===== src/rtl/dac_stream_pkg.sv =====
// Shared stream-width definitions for the DAC/ADC width converters.
package dac_stream_pkg;

  typedef enum logic [1:0] {
    ST_EMPTY  = 2'd0,
    ST_FIRST  = 2'd1,
    ST_SECOND = 2'd2
  } state_t;

  localparam string ORDER_LOW_FIRST  = "LOW_FIRST";
  localparam string ORDER_HIGH_FIRST = "HIGH_FIRST";

  // Output beat width in bits.
  function automatic int ow_of(input int nsamp, input int sampbits);
    return nsamp * sampbits;
  endfunction

  // Input word width in bits (two output beats).
  function automatic int iw_of(input int nsamp, input int sampbits);
    return 2 * nsamp * sampbits;
  endfunction

endpackage


===== src/rtl/dac_split_x2.sv =====
// AXI4-Stream width halver: one 2*NSAMP-sample word in, two NSAMP-sample beats out.
module dac_split_x2
  import dac_stream_pkg::*;
#(
  parameter int    NSAMP    = 8,
  parameter int    SAMPBITS = 16,
  parameter string ORDER    = ORDER_LOW_FIRST,
  localparam int   OW       = ow_of(NSAMP, SAMPBITS),
  localparam int   IW       = iw_of(NSAMP, SAMPBITS)
) (
  input  logic          aclk,
  input  logic          aresetn,
  input  logic [IW-1:0] s_axis_tdata,
  input  logic          s_axis_tvalid,
  output logic          s_axis_tready,
  output logic [OW-1:0] m_axis_tdata,
  output logic          m_axis_tvalid,
  input  logic          m_axis_tready,
  output logic          m_axis_tuser,
  output logic [31:0]   words_o
);

  localparam bit HI_FIRST = (ORDER == ORDER_HIGH_FIRST);

  state_t        state_q, state_d;
  logic          run_q;
  logic [IW-1:0] hold_q, hold_d;
  logic [31:0]   words_q, words_d;
  logic          s_hs, m_hs;
  logic          sel_hi;

  // Input is only taken when nothing is held, or when the last half leaves this cycle.
  assign s_axis_tready = run_q && ((state_q == ST_EMPTY) ||
                                   ((state_q == ST_SECOND) && m_axis_tready));
  assign s_hs          = s_axis_tvalid && s_axis_tready;
  assign m_axis_tvalid = (state_q != ST_EMPTY);
  assign m_hs          = m_axis_tvalid && m_axis_tready;
  assign m_axis_tuser  = (state_q == ST_SECOND);
  // Pick the half being presented; HIGH_FIRST just inverts the selection.
  assign sel_hi        = (state_q == ST_SECOND) ^ HI_FIRST;
  assign m_axis_tdata  = sel_hi ? hold_q[IW-1:OW] : hold_q[OW-1:0];
  assign words_o       = words_q;

  // Run flag: holds off input for the first cycle after reset release.
  always_ff @(posedge aclk or negedge aresetn) begin
    if (!aresetn) run_q <= 1'b0;
    else          run_q <= 1'b1;
  end

  // State, hold register and word counter.
  always_ff @(posedge aclk or negedge aresetn) begin
    if (!aresetn) begin
      state_q <= ST_EMPTY;
      hold_q  <= '0;
      words_q <= '0;
    end else begin
      state_q <= state_d;
      hold_q  <= hold_d;
      words_q <= words_d;
    end
  end

  // Next-state: a second-half handshake can coincide with a new accept (no bubble).
  always_comb begin
    state_d = state_q;
    hold_d  = hold_q;
    words_d = words_q;
    case (state_q)
      ST_EMPTY: begin
        if (s_hs) begin
          hold_d  = s_axis_tdata;
          state_d = ST_FIRST;
        end
      end
      ST_FIRST: begin
        if (m_hs) state_d = ST_SECOND;
      end
      ST_SECOND: begin
        if (m_hs) begin
          words_d = words_q + 32'd1;
          if (s_hs) begin
            hold_d  = s_axis_tdata;
            state_d = ST_FIRST;
          end else begin
            state_d = ST_EMPTY;
          end
        end
      end
      default: state_d = ST_EMPTY;
    endcase
  end

endmodule

===== config.mk =====
export PLATFORM = sky130hd
export DESIGN_NAME = dac_split_x2
export DESIGN_NICKNAME = d
export VERILOG_FILES = /design/src/rtl/dac_stream_pkg.sv /design/src/rtl/dac_split_x2.sv
export SDC_FILE = /design/constraint.sdc
export NUM_CORES = 1
export LEC_CHECK = 0
export ABC_CLOCK_PERIOD_IN_PS = 4000
export CAP_MARGIN = 30
export CORE_AREA = 2 2 163 165
export CTS_CLUSTER_SIZE = 30
export DETAILED_ROUTE_END_ITERATION = 12
export DIE_AREA = 0 0 165 167
export GPL_ROUTABILITY_DRIVEN = 0
export PLACE_DENSITY = 0.9
export SYNTH_ARGS = -nofsm -noshare
export SYNTH_HDL_FRONTEND = slang
export SYNTH_SLANG_ARGS = --single-unit
export TNS_END_PERCENT = 10

===== constraint.sdc =====
create_clock -name aclk -period 4 [get_ports aclk]
set_input_delay 0.6 -clock aclk [delete_from_list [all_inputs] [get_ports aclk]]
set_output_delay 0.6 -clock aclk [all_outputs]
set_load 0.05 [all_outputs]

==> flow_summary.yaml <==
sta:
  finalHoldViolCount: 0
  grt_setup_unrepaired: "false"
  tns_ps: 0
  fin_crit_ps: 3710
  finClkSkew_ps: 18.2
  relSlewSlack: 0.381
  setup_viol: 0
  hold_slack_ps: 110
  post-route-period-util: 0.927
  drv_slew: 0
  worst_pin_slew_ps: 929
  fmax_mhz: 270
min_path:
  hold_path_class: "in -> async"
cts:
  cts_root_buffer: "clkbuf_16"
  h-tree-depth: 1
  cts_resized: 0
  postCtsSetupRepairBufs: 0
  cts.path.max_buffers: 3
  clkTransAtPathRegs_ps: 60
  hold_buffers: 0
  cts_tree: "yes"
  numCtsBuffers: 31
  clock_sinks: 291
  clk_latency_ps: 550
grt:
  overflow: 0
  track_usage: 0.261
  grt_pass1_wl_um: 56400
  grt_pass1_vias: 10500
  grt_max_degree: 116
  antenna_found_initial: 4
synthesis:
  syn_area_um2: 12700
  synth_fa_ha_area_frac: 0.000987
  synth-compound-area-share: 0.000395
  syn_nets: 1356
  synth-xor-area-share: 0.0214
  synth.distinct_cells: 31
  synthCells: 1095
  synth_top_family_by_area: "multiplexers"
  synthMuxAreaShare: 0.229
  synth.avg_cell_area_um2: 11.6
  synth_seq_cells: 291
  yosys.area_share.simple: 0.150
  yosysSeqAreaShare: 0.574
  yosys_warnings: 0
layout:
  layout_commonest_cell: "clkdlybuf4s50_1"
  fin_util: 0.712
  final_layout_size_suffix_gt1_frac: 0.0692
  syn2layout_area_growth_pct: 44.7
  final_cell_mix: "421 x clkdlybuf4s50_1, 396 x nand2_1, 291 x dfrtp_1, 229 x mux2_1, 31 x clkbuf_16"
  fin_nets: 1770
power_and_ir_drop:
  p_per_area_nw_per_um2: 651
  leakage_nw: 8.23
  irDropWorstVdd_mv: 0.638
drt:
  drtAntennaViolNets: 0
  wire_per_inst_um: 19.5
  viasPerCell: 5.25
  vias: 9824
  drc_errors: 0
  drtIter0Drc: 624
  dr.pass1.iters: 4
  wl_um: 36500
setup_path:
  worst_ep_required_time_ps: 3400
  r2r-end: "hold_q[32]"
  crit_type: "reg -> out"
  r2r_setup_slack_ps: 1520
  path_max_fanout: 69
  rr_worst_depth: 5
  cp_top_family: "buffers and inverters"
  crit_top_cell: "nand2_1"
  crit_slowest_cell: "clkdlybuf4s50_1"
  crit_buf_inv: 3
  worst_setup_path_start_kind: "register"
  end_kind: "output port"
  max_stage_delay_ps: 840
  r2r-start: "state_q[1]"
  arrival_ps: 3110
  crit_chain: "or2b_4 -> inv_4 -> buf_12 -> nand2_1 -> nand2_1 -> clkdlybuf4s50_1"
die:
  start_util: 0.492
  dieHeight_um: 167
  coreArea_um2: 25800
  rows: 59
  io_pins: 423
  die_w_um: 165
  dieArea_um2: 27600
placement:
  portBuffers: 422
  dpl.hpwl_um: 24900
flow_run:
  cap_violations: 0
run_status:
  status: "finished clean"
-- power by group --
group          switching [mW]  total [mW]  internal, mW
Combinational            2.95        4.70          1.75
Clock                    1.16        3.08          1.92
Sequential              0.451        4.17          3.72
-- per-layer routing --
layer,share of wire,track usage,up-vias
li1,-,-,4447
met1,0.37,0.291,4865
met2,0.50,0.457,411
met3,0.088,0.0814,101
met4,0.047,0.113,0
met5,0,0,-
-- synth_stat cells, drive strengths merged --
cell type,count,share of area
nand4b,2,0.0014
nor2,6,0.0018
and4,2,0.0014
nand3b,1,0.0016
clkbuf,20,0.0059
or4b,1,0.0011
nor3,5,0.0024
nor2b,2,0.00099
mux2,258,0.23
inv,1,0.00030
or2,1,0.00049
nand4,11,0.0054
buf,36,0.018
nand2b,1,0.00049
nand2,397,0.12
xor2,9,0.0062
nor3b,2,0.0020
o21ai,1,0.00039
or4,1,0.00059
xnor2,22,0.015
nor4,2,0.0034
conb,1,0.00030
ha,1,0.00099
or2b,1,0.00059
and3,6,0.0030
nand3,14,0.0055
dfrtp,291,0.57
-- stage by stage --
| step | cell area, um2 | cells | power, mW | setup WS, ps |
|---|---|---|---|---|
| 2_1_floorplan | 12700 | 1095 | 7.12 | 1500 |
| 3_3_place_gp | 17200 | 1811 | 8.74 | 906 |
| 3_5_place_dp | 17200 | 1811 | 8.89 | 875 |
| 4_1_cts | 18300 | 1866 | 12.0 | 285 |
| 5_1_grt | 18300 | 1870 | 12.5 | 165 |
| 6_report | 18300 | 1870 | 12.0 | 294 |
-- area by class of cell --
cell class / instances / area [um2]
clock inverters: 9 / 173
diodes: 4 / 10.0
repair buffers: 437 / 4420
well taps: 335 / 419
fillers: 1671 / 7420
inverters: 1 / 6.26
flip-flops and latches: 291 / 7280
clock buffers: 46 / 932
multi-input cells: 747 / 5100
-- cells by family (layout without fill, tap and decap cells) --
kind of cell               count (synthesis)  after routing
AOI/OAI and AO/OA                          1              1
xor gates and xnor gates                  31             31
adders and majority gates                  1              1
buffers and inverters                     57            493
DFF                                      291            291
muxes                                    258            258
other                                      1              5
and+or+nand+nor                          455            455
-- how the worst max path moves through the flow --
stage	startpoint	to	slack, ps	cells past startpoint
floorplan	state_q[1]	m_axis_tdata[118]	1500	5
global placement	m_axis_tready	s_axis_tready	910	4
detailed placement	m_axis_tready	s_axis_tready	880	4
CTS	state_q[1]	m_axis_tdata[57]	280	6
global route	state_q[1]	m_axis_tdata[57]	160	6
finish	state_q[1]	m_axis_tdata[57]	290	6
-- registers in the layout, summed over array words and instances, names as in the netlist --
register,flops
hold_q,256
run_q,1
state_q,2
words_o,32
No activity file was read; power rests on OpenSTA's default activity.
